$ cat config.mk
export PLATFORM = sky130hd
export DESIGN_NAME = cpu_data_responder
export DESIGN_NICKNAME = d
export VERILOG_FILES = /design/src/rtl/cpu_data_responder.sv
export SDC_FILE = /design/constraint.sdc
export NUM_CORES = 1
export LEC_CHECK = 0
export CAP_MARGIN = 20
export CORE_ASPECT_RATIO = 1.1
export CORE_MARGIN = 3
export CORE_UTILIZATION = 43
export DETAILED_ROUTE_END_ITERATION = 6
export PLACE_DENSITY = 0.9
export SETUP_SLACK_MARGIN = 0.1
export SYNTH_ARGS = -nofsm -noshare
export SYNTH_HDL_FRONTEND = slang
export SYNTH_SLANG_ARGS = --single-unit
$ cat constraint.sdc
create_clock -name clk -period 2 [get_ports clk]
set_input_delay 0.4 -clock clk [delete_from_list [all_inputs] [get_ports clk]]
set_output_delay 0.4 -clock clk [all_outputs]
set_load 0.03 [all_outputs]
$ cat src/rtl/cpu_data_responder.sv
`default_nettype none
// +----------------------------------------------------------------------------+
// | Module      : cpu_data_responder                                           |
// | Description : MEM-stage data port responder onto a split-phase sram-like   |
// |               bus (req/addr_ok/data_ok) with stall and flush-drain logic.  |
// |               Define DATA_RESP_BYPASS_EN to return read data in the        |
// |               data_ok cycle instead of one cycle later.                    |
// | Revision    : 1.0 - initial release                                        |
// +----------------------------------------------------------------------------+
module cpu_data_responder #(
    parameter int ADDR_W = 32,
    parameter int DATA_W = 32
) (
    input  logic                clk,
    input  logic                rst,
    input  logic                mem_en,
    input  logic                mem_we,
    input  logic [DATA_W/8-1:0] sel,
    input  logic [1:0]          mem_size,
    input  logic [ADDR_W-1:0]   mem_addr,
    input  logic [DATA_W-1:0]   mem_wdata,
    input  logic                mem_flush,
    input  logic                cpu_stall,
    output logic [DATA_W-1:0]   mem_rdata,
    output logic                stallreq_from_mem,
    output logic                data_req,
    output logic                data_wr,
    output logic [1:0]          data_size,
    output logic [ADDR_W-1:0]   data_addr,
    output logic [DATA_W/8-1:0] data_wstrb,
    output logic [DATA_W-1:0]   data_wdata,
    input  logic                data_addr_ok,
    input  logic                data_data_ok,
    input  logic [DATA_W-1:0]   data_rdata
);

    typedef enum logic [2:0] {
        S_IDLE  = 3'd0,
        S_ADDR  = 3'd1,
        S_DATA  = 3'd2,
        S_DONE  = 3'd3,
        S_DRAIN = 3'd4
    } state_t;

    state_t                r_state;
    state_t                w_state_nxt;
    logic                  r_addr_pend;
    logic                  w_addr_pend_nxt;
    logic                  r_we;
    logic [1:0]            r_size;
    logic [ADDR_W-1:0]     r_addr;
    logic [DATA_W/8-1:0]   r_wstrb;
    logic [DATA_W-1:0]     r_wdata;
    logic [DATA_W-1:0]     r_rdata;
    logic                  w_issue;
    logic                  w_latch;
    logic                  w_capture;

    assign w_issue = mem_en & ~mem_flush;

    always_comb begin
        w_state_nxt       = r_state;
        w_addr_pend_nxt   = r_addr_pend;
        w_latch           = 1'b0;
        w_capture         = 1'b0;
        data_req          = 1'b0;
        stallreq_from_mem = 1'b0;
        mem_rdata         = r_rdata;
        data_wr           = r_we;
        data_size         = r_size;
        data_addr         = r_addr;
        data_wstrb        = r_wstrb;
        data_wdata        = r_wdata;
        case (r_state)
            S_IDLE: begin
                // Request goes out in the same cycle the core presents it
                data_req          = w_issue;
                stallreq_from_mem = w_issue;
                data_wr           = mem_we;
                data_size         = mem_size;
                data_addr         = mem_addr;
                data_wstrb        = sel;
                data_wdata        = mem_wdata;
                if (w_issue) begin
                    w_latch     = 1'b1;
                    w_state_nxt = data_addr_ok ? S_DATA : S_ADDR;
                end
            end
            S_ADDR: begin
                data_req          = 1'b1;
                stallreq_from_mem = ~mem_flush;
                if (mem_flush) begin
                    w_state_nxt     = S_DRAIN;
                    w_addr_pend_nxt = ~data_addr_ok;
                end else if (data_addr_ok) begin
                    w_state_nxt = S_DATA;
                end
            end
            S_DATA: begin
                stallreq_from_mem = ~mem_flush;
                if (mem_flush) begin
                    w_state_nxt     = data_data_ok ? S_IDLE : S_DRAIN;
                    w_addr_pend_nxt = 1'b0;
                end else if (data_data_ok) begin
                    w_capture = ~r_we;
`ifdef DATA_RESP_BYPASS_EN
                    stallreq_from_mem = 1'b0;
                    if (!r_we) begin
                        mem_rdata = data_rdata;
                    end
                    w_state_nxt = cpu_stall ? S_DONE : S_IDLE;
`else
                    w_state_nxt = S_DONE;
`endif
                end
            end
            S_DONE: begin
                if (!cpu_stall) begin
                    w_state_nxt = S_IDLE;
                end
            end
            S_DRAIN: begin
                // The aborted access keeps its handshake; only a new request stalls
                data_req          = r_addr_pend;
                stallreq_from_mem = w_issue;
                if (r_addr_pend) begin
                    if (data_addr_ok) begin
                        w_addr_pend_nxt = 1'b0;
                    end
                end else if (data_data_ok) begin
                    w_state_nxt = S_IDLE;
                end
            end
            default: begin
                w_state_nxt = S_IDLE;
            end
        endcase
        if (!rst) begin
            data_req          = 1'b0;
            stallreq_from_mem = 1'b0;
        end
    end

    always_ff @(posedge clk or negedge rst) begin
        if (!rst) begin
            r_state     <= S_IDLE;
            r_addr_pend <= 1'b0;
            r_we        <= 1'b0;
            r_size      <= 2'd0;
            r_addr      <= '0;
            r_wstrb     <= '0;
            r_wdata     <= '0;
            r_rdata     <= '0;
        end else begin
            r_state     <= w_state_nxt;
            r_addr_pend <= w_addr_pend_nxt;
            if (w_latch) begin
                r_we    <= mem_we;
                r_size  <= mem_size;
                r_addr  <= mem_addr;
                r_wstrb <= sel;
                r_wdata <= mem_wdata;
            end
            if (w_capture) begin
                r_rdata <= data_rdata;
            end
        end
    end

endmodule
`default_nettype wire

After elaboration in Yosys (flattened, before gate mapping)
Index checks and enable logic that the tools add are counted. Widths: inputs -> output; s select.

Output and inout port bits: 105. Logic and storage cells: 60. Register bits after elaboration: 107. Input bits: 110.

Reduce and logical (&&, ||, !) cells: 6. Bitwise logic cells: 4. Muxes and demuxes: 30. Equality and inequality tests: 12.

Operator list (count): $mux 32 (2); $mux 3 (9); $pmux 3 s5 (1); $mux 1 (12); $ne 2x2->1 const B (6); $eq 3x2->1 const B (2); $ne 3x3->1 const B (2); $pmux 1 s3 (2); $reduce_and 6->1 (1); $mux 2 (2); $mux 4 (1); $reduce_or 2->1 (2); $eq 3x1->1 const B (1); $eq 3x3->1 const B (1); $logic_not 3->1 (1); $not 1->1 (3); $reduce_and 3->1 (1); $reduce_bool 3->1 (1); $pmux 1 s2 (1); $and 1x1->1 (1).

Depth between registers and ports, before layout
Depth after elaboration: 4. Gate-level depth with buffers: 5.

Worst setup path after synthesis
Ideal clock, no wire load.

Kind: register -> output. Start: register r_state[2]. End: output data_req. Stages on the path, launching flop included: 5. Data arrival time: 1784 ps. Required time: 1600 ps. Buffers on the path: 1. Path slack: -184 ps. Cell sequence: dfrtp_1 nor3_2 nand3_1 buf_2 a21boi_0.

Longest elaborated chain between the ends: 3. Elaborated cells between the ends (all ways): 5.

RTL lines: from (decl) (line 45) `state_t r_state;`; from (signal assigned) (line 155) `r_state <= w_state_nxt;`; $eq 3x3->1, or another cell as far along (line 74) `case (r_state)`; $pmux 1 s3 * (line 74); $mux 1 * (line 138) `if (!rst) begin`; to (decl) (line 26) `output logic data_req,`.

Mark *: on every way between the ends. The rest lies on a longest branch, timed or not.

Final worst setup path
Start: register r_state[2]. End: output data_wdata[29].

Longest elaborated chain between the ends: 2.

RTL lines: $logic_not 3->1 (line 74); $mux 32 (line 74); to (decl) (line 31) `output logic [DATA_W-1:0] data_wdata,`.

No other way between the ends.

==> flow_summary.toml <==
[finish]
layout_common_cells = "140 x clkdlybuf4s50_1, 115 x mux2_2, 107 x dfrtp_1, 63 x buf_6, 59 x mux2_4"
area_delta_synth_final_pct = 71.2
antennaDiodeCount = 0
drive_gt1_share_pct = 54.0
instances_no_fill = 760
layout.nets = 718
mostFrequentLayoutCell = "clkdlybuf4s50_1"
final_core_util_pct = 77.1

[detailed_routing]
wirelength_um = 14900
vias = 3905
wl_per_cell_um = 19.7
vias_per_cell = 5.14
drc_errors = 0
drtIter0Drc = 159
firstDrtPassIters = 4
detail-route-antenna-nets = 0

[die]
die_w_um = 109
start_util_pct = 45.0
die_h_um = 120
rows = 40
core_area_sq_um = 11200
boundaryPins = 215
dieArea_sq_um = 13100

[placement]
dp.cells = 718
dp_hpwl_um = 9610
pre_cts_ws_ns = -0.354
io_buffer_count = 214
routabilityCongestion = 0.749

[cts]
clock_path_buffers = 2
clockRootBuffer = "clkbuf_16"
cts_tree = "built"
htree_levels = 3
clk_pin_slew_worst_paths_ns = 0.07
cts_buffers = 9
cts.sinks = 107
clk_latency_ns = 0.34

[setup_path]
cp-end-kind = "primary output"
cp_cell_sequence = "nor3_4 -> buf_6 -> buf_6 -> buf_12 -> mux2_2 -> buf_6"
setup.worst_path.start_class = "flip-flop"
reg2reg_depth = 8
criticalPathCategory = "flip-flop to primary output"
crit_top_cell = "buf_6"
cp_max_fo = 5
max_stage_delay_ns = 0.41
worst-path-buf-inv = 4
critPathArrivalTime_ns = 1.86
timing.rr.end = "mem_rdata[10]"
reg2reg_from = "r_state[2]"
cp_slowest_cell = "dfrtp_1"
required_ns = 1.60
r2r_setup_slack_ns = -0.12
cpLargestDelayFamily = "buffers and inverters"

[sta]
post-route-period-util_pct = 113
slew_viol_final = 0
clock.fmax_mhz = 443
setup_ws_ns = -0.255
worst_pin_slew_ns = 0.850
rsz0062_at_grt = "true"
whs_ns = 0.163
hold_viol_final = 0
setup_viol = 97
slew_headroom_pct = 43.2
finalClockSkew_ns = 0.00938
min_period_ns = 2.26

[synth]
synth-main-ff-cell = "dfrtp_1"
synth_edf_count = 0
yosysUniqueCellTypes = 30
syn-cell-area_sq_um = 5050
yosys_warnings = 0
yosys-top-cells-area = "dfrtp_1 53%, mux2_2 37%, buf_2 1.6%, mux2_1 1.3%, buf_6 0.67%"
syn_area_per_cell_sq_um = 14.6
async_reset_ff_share_pct = 100
yosys.area.top_type = "dfrtp_1"
ys_ff_latch = 107
synthCells = 346
synth-seq-area-share_pct = 53.1
synth_nets = 456
netlist.area_leader.share_pct = 53.1

[global_route]
grt_start_max_net_pins = 91
antenna_found_initial = 0
grt_first_pass_wirelength_um = 21900
track_usage_pct = 21.3
grt.overflow.total = 0
grt_pass1_vias = 4254

[flow_run]
drv_cap = 0

[min_path]
hold_class = "primary input to async pin"

[run_status]
status = "finished with violations"
violations = "negative setup slack"

[power]
p_per_area_nw_per_um2 = 2060
ir_drop_mv = 1.30
leakagePower_nw = 3.88
cell type report:
class	count	area, sq um
timing repair buffer	271	2910
fill	696	2570
sequential	107	2680
clock buffer	11	243
inverter	5	18.8
multi-input combinational	214	2510
tap	147	184
clock inverter	5	100
state kept, by name (all words and copies together) (netlist names):
register,flops
r_wstrb,4
mem_rdata,32
r_addr_pend,1
r_size,2
r_we,1
r_wdata,32
r_state,3
r_addr,32
report_power, final:
part           internal [mW]  total [mW]  leakage [nW]  switching, mW
Clock                   1.25        1.99         0.169          0.733
Combinational           6.34        11.9          2.43           5.59
Sequential              3.25        3.87          1.28          0.618
Total                   10.8        17.8          3.88           6.94
cell families (layout without fill, tap and decap cells):
kind of cell | Yosys count | in the layout | share of synthesized area [%]
multiplexers | 174 | 174 | 38.8
flip-flops | 107 | 107 | 53.1
AND/OR/NAND/NOR | 22 | 22 | 2.90
buffers and inverters | 25 | 292 | 2.70
AO/OA/AOI/OAI | 18 | 18 | 2.50
per-layer routing:
layer / vias to the layer above / wire length (um) / global-route usage, %
li1: 1781 / - / -
met1: 1935 / 5520 / 23.4
met2: 166 / 8060 / 39.1
met3: 23 / 1080 / 5.97
met4: 0 / 279 / 6.47
met5: - / 0 / 0
synthesized netlist by cell type (all sizes together), types with 2 or more instances:
cell	instances
a21oi	5
nor3	3
o21ai	3
buf	19
nand3b	2
dfrtp	107
nor2b	2
mux2	174
inv	5
nor3b	3
nor2	3
nand2	4
nand3	3
through the flow:
step | total power [mW] | cell area (sq um) | setup TNS, ns
finish | 17.8 | 8640 | -17.51
global route | 18.6 | 8640 | -23.75
CTS | 17.1 | 8330 | -15.75
detailed placement | 13.3 | 7530 | -32.40
global placement | 13.0 | 7530 | -26.65
floorplan | 9.69 | 5050 | 0
how the worst max path moves through the flow:
stage,to,depth (start not counted),startpoint,slack (ns)
2_1_floorplan,data_req,4,r_state[2],0.05
3_3_place_gp,data_wstrb[3],4,r_state[2],-0.33
3_5_place_dp,data_wstrb[3],4,r_state[2],-0.35
4_1_cts,data_wdata[31],5,r_state[1],-0.28
5_1_grt,data_wdata[29],6,r_state[2],-0.31
6_report,data_wdata[29],6,r_state[2],-0.26
timing repair:
| item | CTS | global route |
|---|---|---|
| endpoints found under the setup margin | 73 | 176 |
| gates resized for setup | 465 | 40 |
| buffers inserted | 11 | 4 |
| endpoints found under the hold margin | 17 | 0 |
| hold buffers | 1 | 0 |
| cloned | 5 | 6 |
| pin swaps | 3 | 3 |
(Power assumes the default switching activity.)
